## config.mk

```make
export PLATFORM = sky130hd
export DESIGN_NAME = wb_bus_arbiter
export DESIGN_NICKNAME = d
export VERILOG_FILES = /design/src/rtl/wb_pkg.sv /design/src/rtl/wb_addr_decode.sv /design/src/rtl/wb_bus_arbiter.sv
export SDC_FILE = /design/constraint.sdc
export NUM_CORES = 1
export LEC_CHECK = 0
export BUFFER_PORTS_ARGS = -buffer_cell sky130_fd_sc_hd__buf_2
export CAP_MARGIN = 25
export CORE_ASPECT_RATIO = 0.7
export CORE_MARGIN = 2
export CORE_UTILIZATION = 33
export CTS_CLUSTER_DIAMETER = 60
export DETAILED_ROUTE_END_ITERATION = 12
export GPL_TIMING_DRIVEN = 0
export PLACE_DENSITY_LB_ADDON = 0.08
export SLEW_MARGIN = 20
export SYNTH_ARGS = -nofsm -noshare
export SYNTH_HDL_FRONTEND = slang
export SYNTH_HIERARCHICAL = 1
export SYNTH_SLANG_ARGS = --single-unit
```

## constraint.sdc

```tcl
create_clock -name PClk -period 3 [get_ports PClk]
set_clock_uncertainty 0.05 [all_clocks]
set_input_delay 0.75 -clock PClk [delete_from_list [all_inputs] [get_ports PClk]]
set_output_delay 0.75 -clock PClk [all_outputs]
set_load 0.02 [all_outputs]
```

## src/rtl/wb_pkg.sv

```systemverilog
// Shared types and address map for the peripheral Wishbone arbiter and its decoder.
package wb_pkg;

  typedef enum logic [1:0] {
    IDLE = 2'd0,
    OWN0 = 2'd1,
    OWN1 = 2'd2
  } state_t;

  typedef enum logic [1:0] {
    SEL_NONE = 2'd0,
    SEL_UART = 2'd1,
    SEL_TMR  = 2'd2
  } sel_t;

  // Region codes taken from the top two word-address bits
  localparam logic [1:0] UART_BASE = 2'b00;
  localparam logic [1:0] TMR_BASE  = 2'b01;
  localparam logic [1:0] TMR_LAST  = 2'b10;

  localparam int TIMEOUT_DEF = 15;

endpackage

```

## src/rtl/wb_addr_decode.sv

```systemverilog
// Pure combinational word address -> slave select; shared with future bridges.
module wb_addr_decode
  import wb_pkg::*;
#(
  parameter int AW = 5
) (
  input  logic [AW-1:0] adr,
  output sel_t          sel
);

  logic [1:0] region;
  logic       unused_low;

  assign region     = adr[AW-1 -: 2];
  assign unused_low = ^adr[AW-3:0];

  // Map the region code onto a slave select
  always_comb begin
    sel = SEL_NONE;
    if (region == UART_BASE)
      sel = SEL_UART;
    else if ((region >= TMR_BASE) && (region <= TMR_LAST))
      sel = SEL_TMR;
  end

endmodule

```

## src/rtl/wb_bus_arbiter.sv

```systemverilog
// Two-master round-robin arbiter and slave decoder for the peripheral Wishbone bus.
// Optional feature: define WB_TIMEOUT_EN to abort a strobe that waits TIMEOUT cycles
// for an ACK (slave strobe forced low, one-cycle ERR to the owner, grant kept).
module wb_bus_arbiter
  import wb_pkg::*;
#(
  parameter int AW      = 5,
  parameter int DW      = 8,
  parameter int TIMEOUT = TIMEOUT_DEF
) (
  input  logic          PClk,
  input  logic          Reset,
  input  logic          M0_CYC,
  input  logic          M0_STB,
  input  logic          M0_WE,
  input  logic [AW-1:0] M0_ADR,
  input  logic [DW-1:0] M0_DATW,
  output logic          M0_ACK,
  output logic          M0_ERR,
  output logic [DW-1:0] M0_DATR,
  output logic          M0_GNT,
  input  logic          M1_CYC,
  input  logic          M1_STB,
  input  logic          M1_WE,
  input  logic [AW-1:0] M1_ADR,
  input  logic [DW-1:0] M1_DATW,
  output logic          M1_ACK,
  output logic          M1_ERR,
  output logic [DW-1:0] M1_DATR,
  output logic          M1_GNT,
  output logic [AW-1:0] ADR,
  output logic [DW-1:0] DAT,
  output logic          WE,
  output logic          STB_UART,
  output logic          STB_TMR,
  input  logic          ACK_UART,
  input  logic          ACK_TMR,
  input  logic [DW-1:0] DAT_UART,
  input  logic [DW-1:0] DAT_TMR
);

  state_t        state;
  logic          last;       // 1: M1 owned most recently, so M0 wins the next tie
  logic          own_cyc, own_stb, own_we;
  logic [AW-1:0] own_adr;
  logic [DW-1:0] own_dat;
  sel_t          sel;
  logic          live, unmapped, ack_c, tmo_hit;
  logic [DW-1:0] datr;
  logic          err0_r, err1_r, err_blk, err_fire;
  logic [AW-1:0] err_adr;

  // Route the current owner's request onto the shared bus; idle bus is all zero
  always_comb begin
    own_cyc = 1'b0;
    own_stb = 1'b0;
    own_we  = 1'b0;
    own_adr = '0;
    own_dat = '0;
    case (state)
      OWN0: begin
        own_cyc = M0_CYC;
        own_stb = M0_STB;
        own_we  = M0_WE;
        own_adr = M0_ADR;
        own_dat = M0_DATW;
      end
      OWN1: begin
        own_cyc = M1_CYC;
        own_stb = M1_STB;
        own_we  = M1_WE;
        own_adr = M1_ADR;
        own_dat = M1_DATW;
      end
      default: ;
    endcase
  end

  wb_addr_decode #(.AW(AW)) u_dec (
    .adr (own_adr),
    .sel (sel)
  );

  assign ADR = own_adr;
  assign DAT = own_dat;
  assign WE  = own_we;

  // A timed-out strobe is suppressed for the cycle the error is reported
  assign live     = own_cyc & own_stb & ~tmo_hit;
  assign STB_UART = live & (sel == SEL_UART);
  assign STB_TMR  = live & (sel == SEL_TMR);
  assign unmapped = live & (sel == SEL_NONE);
  assign ack_c    = (STB_UART & ACK_UART) | (STB_TMR & ACK_TMR);

  // Read data follows the decoded slave
  always_comb begin
    datr = '0;
    case (sel)
      SEL_UART: datr = DAT_UART;
      SEL_TMR:  datr = DAT_TMR;
      default:  datr = '0;
    endcase
  end

  assign M0_GNT  = (state == OWN0);
  assign M1_GNT  = (state == OWN1);
  assign M0_ACK  = M0_GNT & ack_c;
  assign M1_ACK  = M1_GNT & ack_c;
  assign M0_DATR = M0_GNT ? datr : '0;
  assign M1_DATR = M1_GNT ? datr : '0;
  assign M0_ERR  = err0_r | (tmo_hit & M0_GNT);
  assign M1_ERR  = err1_r | (tmo_hit & M1_GNT);

  // Ownership FSM: grant from IDLE only, hold for the whole CYC, always return via IDLE
  always_ff @(posedge PClk or posedge Reset) begin
    if (Reset) begin
      state <= IDLE;
      last  <= 1'b1;
    end else begin
      case (state)
        IDLE: begin
          if (M0_CYC && M1_CYC) begin
            state <= last ? OWN0 : OWN1;
            last  <= ~last;
          end else if (M0_CYC) begin
            state <= OWN0;
            last  <= 1'b0;
          end else if (M1_CYC) begin
            state <= OWN1;
            last  <= 1'b1;
          end
        end
        OWN0:    if (!M0_CYC) state <= IDLE;
        OWN1:    if (!M1_CYC) state <= IDLE;
        default: state <= IDLE;
      endcase
    end
  end

  // One error pulse per unmapped strobe; re-arm only when STB drops or ADR moves
  assign err_fire = unmapped & ~(err_blk & (own_adr == err_adr));

  // Error pulse and re-arm tracking
  always_ff @(posedge PClk or posedge Reset) begin
    if (Reset) begin
      err0_r  <= 1'b0;
      err1_r  <= 1'b0;
      err_blk <= 1'b0;
    end else begin
      err0_r  <= err_fire & (state == OWN0);
      err1_r  <= err_fire & (state == OWN1);
      err_blk <= unmapped;
    end
  end

  // Address of the last unmapped strobe, only meaningful while err_blk is set
  always_ff @(posedge PClk) begin
    err_adr <= own_adr;
  end

`ifdef WB_TIMEOUT_EN
  localparam int CW = $clog2(TIMEOUT + 1);
  logic [CW-1:0] tmo_cnt;

  assign tmo_hit = (tmo_cnt == CW'(TIMEOUT));

  // Count cycles a mapped strobe waits for its ACK
  always_ff @(posedge PClk or posedge Reset) begin
    if (Reset)
      tmo_cnt <= '0;
    else if (tmo_hit)
      tmo_cnt <= '0;
    else if ((STB_UART | STB_TMR) & ~ack_c)
      tmo_cnt <= tmo_cnt + CW'(1);
    else
      tmo_cnt <= '0;
  end
`else
  localparam int unused_tmo = TIMEOUT;
  assign tmo_hit = 1'b0;
`endif

endmodule

```

==> results of run 1 <==
-- stage by stage --
step	hold slack [ns]	instance area (µm²)	cells
finish	0.366	1930	270
global route	0.387	1930	270
CTS	0.365	1770	263
detailed placement	0.493	1540	250
global placement	0.490	1540	250
floorplan	0.458	1050	125
-- logic make-up after synthesis --
family,Yosys count
buf+inv,17
fa+ha+maj,7
flops,11
compound gates,37
simple gates,53
-- routing by layer --
layer	wire length, µm	part of all wire	up-vias	global-route usage
met5	0	0	-	0
met4	33	0.0091	0	0.0353
met3	281	0.077	5	0.0542
met2	1820	0.50	55	0.368
met1	1500	0.41	610	0.249
li1	-	-	669	-
-- worst max-delay path by stage --
| stage | startpoint | slack, ns | depth (start not counted) | to |
|---|---|---|---|---|
| 5_1_grt | state[1] | -0.30 | 14 | M0_ACK |
| 3_3_place_gp | state[1] | -0.35 | 14 | M1_ACK |
| 2_1_floorplan | state[1] | -0.16 | 12 | M0_ACK |
| 3_5_place_dp | state[1] | -0.40 | 15 | M0_ACK |
| 6_report | state[1] | -0.23 | 14 | M0_ACK |
| 4_1_cts | state[1] | -0.21 | 14 | M0_ACK |
-- power groups by stage --
| stage | combinational, mW | clock, mW | sequential, mW |
|---|---|---|---|
| after floorplan | 0.830 | 0 | 0.210 |
| after global placement | 1.09 | 0 | 0.213 |
| after detailed placement | 1.12 | 0 | 0.214 |
| after CTS | 1.35 | 0.149 | 0.215 |
| after global routing | 1.69 | 0.159 | 0.217 |
| final | 1.57 | 0.147 | 0.214 |
-- flip-flops by register name, indices dropped and copies added (netlist names) --
signal,count
state,2
M1_ERR,1
err_adr,5
err_blk,1
last,1
M0_ERR,1
-- critical path: cells and delay by family (launching register included) --
family,cells,cell delay (ns)
compound gates,2,0.26
fa+ha+maj,3,0.53
buf+inv,6,0.66
flops,1,0.40
simple gates,3,0.32
-- cell usage in the layout (no fill, tap or decap), types with 4 or more instances in the layout --
cell type,count
ha_4,7
a22oi_1,13
inv_2,4
a22oi_2,10
dfxtp_1,5
nor3_1,5
clkbuf_8,4
buf_4,22
dfrtp_1,5
buf_2,79
buf_6,8
nor2_1,26
-- layout make-up --
| class | instances | area share |
|---|---|---|
| multi-input cells | 97 | 0.427 |
| repair inverters | 1 | 0.00325 |
| well taps | 36 | 0.0234 |
| plain buffers | 4 | 0.0338 |
| flip-flops and latches | 11 | 0.131 |
| inverters | 9 | 0.0266 |
| repair buffers | 108 | 0.332 |
| clock buffers | 4 | 0.0234 |
-- timing repair --
item,CTS,global route
endpoints found under the setup margin,20,20
setup buffers,10,8
endpoints found under the hold margin,0,0
resized for setup,30,30
gates cloned,2,0
pin swaps,12,13
==> flow_metrics.py, run 1 <==
metrics = {
    "status": {
        "status": "complete, but fails checks",
        "violations": "negative setup slack",
    },
    "synth": {
        "synth.area.mux_share": 0,
        "synth_top_cell_area_share": 0.157,
        "syn_area_mm2": 0.00101,
        "synth-seq-area-share": 0.250,
        "synth_area_leader_cell": "a22oi_1",
        "postSynthAreaPerCell_um2": 8.05,
        "synthCells": 125,
        "synthDistinctLibCells": 29,
        "synth_top_family_by_area": "compound AO/OA/AOI/OAI gates",
        "synthSimpleGateAreaFrac": 0.267,
        "yosysMostFrequentCell": "nor2_1",
        "synth_xor_area_frac": 0,
        "synth-edff-count": 0,
        "yosys-top-cells-count": "nor2_1 (31), a22oi_1 (21), inv_1 (9), ha_1 (7)",
        "synthArstFlopShare": 0.545,
        "yosys_warnings": 6,
        "synth_compound_area_frac": 0.290,
        "synth-seq-cells": 11,
        "ys.flop_type": "dfxtp_1",
        "synthAdderAreaFrac": 0.0871,
        "syn_nets": 184,
        "synth_area_leaders": "a22oi_1 (16%), dfrtp_1 (12%), nor2_1 (12%), dfxtp_1 (10%), ha_1 (8.7%)",
    },
    "die": {
        "core_mm2": 0.00284,
        "boundaryPins": 90,
        "start_util": 0.354,
        "die_h_um": 50.2,
        "dieArea_mm2": 0.00351,
        "die_w_um": 70.0,
        "num_rows": 16,
    },
    "setup_path": {
        "cpMostUsedCell": "ha_4",
        "end_kind": "output port",
        "r2r_slack_ns": 0.99,
        "rr_startpoint": "state[1]",
        "crit_fanout": 8,
        "reg2reg_to": "M0_ERR",
        "worst-setup-path-type": "flop to output port",
        "critPathRequiredTime_ns": 2.20,
        "slowest_stage": "dfrtp_1",
        "cp-start-kind": "flop",
        "worstPathArrival_ns": 2.43,
        "worst_r2r_path_depth": 11,
        "crit_path_cell_trace": "buf_4, ha_4, clkbuf_16, a22oi_2, nor2_4, inv_2, ha_4, inv_4, ha_4, buf_8, a22oi_2, nor2b_4, and2_4, buf_6",
        "slowest_delay_ns": 0.40,
    },
    "final_layout": {
        "final_util": 0.678,
        "fillerInstances": 238,
        "multiInputGateArea_um2": 823,
        "seqCellArea_um2": 251,
        "area_growth_pct": 91.5,
        "drive_above_1_share": 0.684,
        "diodes": 0,
        "nets": 294,
    },
    "power_and_ir_drop": {
        "p_sw_frac": 0.490,
        "sequentialPowerShare": 0.111,
        "clockPowerShare": 0.076,
        "ir_drop_mv": 0.489,
        "p_per_area_mw_per_mm2": 1000,
        "total_power_mw": 1.93,
        "p_comb_frac": 0.813,
        "netSwitchingPower_mw": 0.944,
        "p_int_mw": 0.985,
        "p_leak_nw": 0.978,
    },
    "sta": {
        "max_freq_mhz": 310,
        "layout_setup_ws_ns": -0.227,
        "setup_viol": 20,
        "slew_headroom": 0.786,
        "drv_slew": 0,
        "rsz0062_at_grt": "yes",
        "finalSetupTns_ns": -3.10,
        "fin_crit_sh": 1.08,
        "period_minus_slack_ns": 3.23,
        "tightest_slew_ns": 0.321,
        "finalHoldViolCount": 0,
    },
    "route": {
        "drc": 0,
        "wirelength_mm": 3.63,
        "ant_nets": 0,
        "wl_per_cell_um": 13.4,
        "drt_iter0_markers": 31,
        "drt_first_pass_iters": 4,
        "routed-via-count": 1339,
        "vias_per_cell": 4.96,
    },
    "clock_tree": {
        "numCtsBuffers": 3,
        "root_buffer": "clkbuf_8",
        "postCtsHoldBufs": 0,
        "clk_pin_slew_ns": 0.04,
        "clk_latency_ns": 0.24,
        "clk_path_buf_depth": 2,
        "htreeDepth": 1,
        "clock_sinks": 11,
        "tritoncts": "done",
    },
    "global_route": {
        "track_usage": 0.204,
        "antenna_found_initial": 0,
        "grt_max_degree": 13,
        "grt_pass1_wl_mm": 5.80,
        "gr-total-overflow": 0,
        "grt_pass1_vias": 1285,
    },
    "placed_design": {
        "dpl.hpwl_mm": 2.51,
        "place.gp.congestion": 0.857,
        "port_buffers": 89,
        "place_worst_setup_slack_ns": -0.398,
    },
    "hold_path": {
        "hold_path.class": "input port to asynchronous set/reset pin",
    },
    "flow_run": {
        "max-cap-violations": 0,
    },
}
Power figures use the tool's default switching activity.
==> inputs of run 2 (changes only) <==
--- a/config.mk
+++ b/config.mk
@@ -13,7 +13,7 @@
 export CTS_CLUSTER_DIAMETER = 60
 export DETAILED_ROUTE_END_ITERATION = 12
 export GPL_TIMING_DRIVEN = 0
-export PLACE_DENSITY_LB_ADDON = 0.08
+export PLACE_DENSITY = 0.81
 export SLEW_MARGIN = 20
 export SYNTH_ARGS = -nofsm -noshare
 export SYNTH_HDL_FRONTEND = slang
==> run 2 against run 1 <==
Net effect:
- the flow still finishes with violations (negative setup slack)
- total power grew 5.5%
- cell area grew 1.8%
- worst hold slack lost 0.0055 ns
- die area is the same
- flip-flop and latch count is the same
- register-to-register slack gained 0.07 ns
- cell count grew 1.5%
- sequential share of layout area shrank 0.22 points
- clock-buffer cell count is the same
- clock power grew 7%
- maximum frequency shrank 0.77%
- largest cell class unchanged
- largest power group unchanged
==> flow_metrics.py, run 2 (synthesis gave the netlist of run 1 again) <==
metrics = {
    "status": {
        "status": "complete, but fails checks",
        "violations": "negative setup slack",
    },
    "sta": {
        "slew_headroom": 0.757,
        "fin_crit_sh": 1.08,
        "drv_slew": 0,
        "rsz0062_at_grt": "yes",
        "max_freq_mhz": 307,
        "finalHoldViolCount": 0,
        "layout_setup_ws_ns": -0.252,
        "setup_viol": 19,
        "period_minus_slack_ns": 3.25,
        "holdWs_ns": 0.361,
        "tightest_slew_ns": 0.363,
    },
    "hold_path": {
        "hold_path.class": "input port to asynchronous set/reset pin",
    },
    "final_layout": {
        "regMostFlops": "err_adr",
        "drive_above_1_share": 0.689,
        "final_cells": 274,
        "top_regs": "err_adr (5), state (2)",
        "layout_commonest_cell": "buf_2",
        "seqCellArea_um2": 251,
        "largest_reg_flops": 5,
        "fillerInstances": 221,
        "area_growth_pct": 94.9,
        "multiInputGateArea_um2": 826,
        "diodes": 0,
        "nets": 298,
        "mostFrequentLayoutCells": "buf_2 (73), buf_4 (31), nor2_1 (28)",
    },
    "setup_path": {
        "crit_fanout": 6,
        "cp-start-kind": "flop",
        "worstPathArrival_ns": 2.45,
        "end_kind": "output port",
        "worst-setup-path-type": "flop to output port",
        "critPathRequiredTime_ns": 2.20,
    },
    "route": {
        "drt_iter0_markers": 65,
        "vias_per_cell": 5.32,
        "drt_first_pass_iters": 4,
        "wirelength_mm": 4.70,
        "drc": 0,
        "wl_per_cell_um": 17.1,
        "ant_nets": 0,
        "routed-via-count": 1457,
    },
    "placed_design": {
        "port_buffers": 89,
        "place.gp.congestion": 0.843,
        "dpl.hpwl_mm": 2.73,
        "placedCellCount": 250,
    },
    "global_route": {
        "antenna_found_initial": 0,
        "grt_pass1_wl_mm": 6.48,
        "grt_max_degree": 25,
        "grt_pass1_vias": 1393,
        "gr-total-overflow": 0,
        "track_usage": 0.238,
    },
    "clock_tree": {
        "postCtsHoldBufs": 0,
        "clock_sinks": 11,
        "clk_latency_ns": 0.25,
        "htreeDepth": 1,
        "clk_path_buf_depth": 2,
        "root_buffer": "clkbuf_8",
        "numCtsBuffers": 3,
        "tritoncts": "done",
        "clk_pin_slew_ns": 0.05,
    },
    "power_and_ir_drop": {
        "p_sw_frac": 0.502,
        "clockPowerShare": 0.077,
        "p_comb_frac": 0.815,
        "p_leak_nw": 0.993,
        "p_per_area_mw_per_mm2": 1040,
        "total_power_mw": 2.03,
        "ir_drop_mv": 0.498,
        "p_int_mw": 1.01,
        "netSwitchingPower_mw": 1.02,
        "sequentialPowerShare": 0.108,
    },
    "die": {
        "boundaryPins": 90,
        "dieArea_mm2": 0.00351,
        "die_h_um": 50.2,
        "core_mm2": 0.00284,
        "die_w_um": 70.0,
        "num_rows": 16,
        "start_util": 0.354,
    },
    "flow_run": {
        "max-cap-violations": 0,
    },
}
run 2: worst max-delay path, cell delays in order, from the launching register on:
cell and delay, ns:
dfrtp_1 0.41, buf_6 0.14, ha_4 0.18, a22oi_2 0.26, nor2_4 0.08, inv_2 0.07, ha_4 0.22, ha_4 0.19
buf_6 0.13, a22oi_2 0.25, nor2_1 0.10, buf_4 0.17
run 2: cell type report:
cell class | instances | share of cell area
plain buffers | 2 | 0.0128
clock buffers | 4 | 0.0230
inverters | 9 | 0.0249
multi-input cells | 97 | 0.421
flip-flops and latches | 11 | 0.128
well taps | 36 | 0.0230
repair buffers | 114 | 0.362
repair inverters | 1 | 0.00447
run 2: path summary, 6_finish.rpt:
kind | start | to | slack [ns] | depth (start not counted)
max | state[0] | M1_DATR[0] | -0.25 | 11
min in group PClk | last | last | 0.53 | 1
max reg2reg | state[0] | M1_ERR | 1.06 | 8
min reg2reg | last | last | 0.53 | 1
min | Reset | M0_ERR | 0.36 | 2
max in group asynchronous | Reset | last | 2.28 | 2
run 2: power by group through the flow:
stage	Sequential (mW)	Combinational, mW	Clock, mW
6_report	0.220	1.66	0.157
5_1_grt	0.224	1.75	0.169
4_1_cts	0.218	1.47	0.151
3_5_place_dp	0.217	1.12	0
3_3_place_gp	0.214	1.10	0
2_1_floorplan	0.210	0.830	0
run 2: layer usage:
layer,GRT usage,routed length [µm],vias to the layer above
met5,0,0,-
met4,0.0801,91,0
met3,0.0522,399,8
met2,0.433,2420,86
met1,0.280,1780,690
li1,-,-,673
run 2: what timing repair did:
item | CTS | global route
endpoints found under the setup margin | 20 | 20
resized for setup | 60 | 5
buffers inserted | 17 | 8
cloned | 0 | 1
pin swaps | 28 | 15
run 2: stage by stage:
stage	util	area (µm²)	TNS, ns	setup WS (ns)
4_1_cts	0.673	1910	-2.56	-0.157
6_report	0.690	1960	-2.87	-0.252
3_3_place_gp	0.543	1540	-5.02	-0.348
2_1_floorplan	-	1050	-2.66	-0.158
5_1_grt	0.690	1960	-4.44	-0.303
3_5_place_dp	0.543	1540	-6.16	-0.401
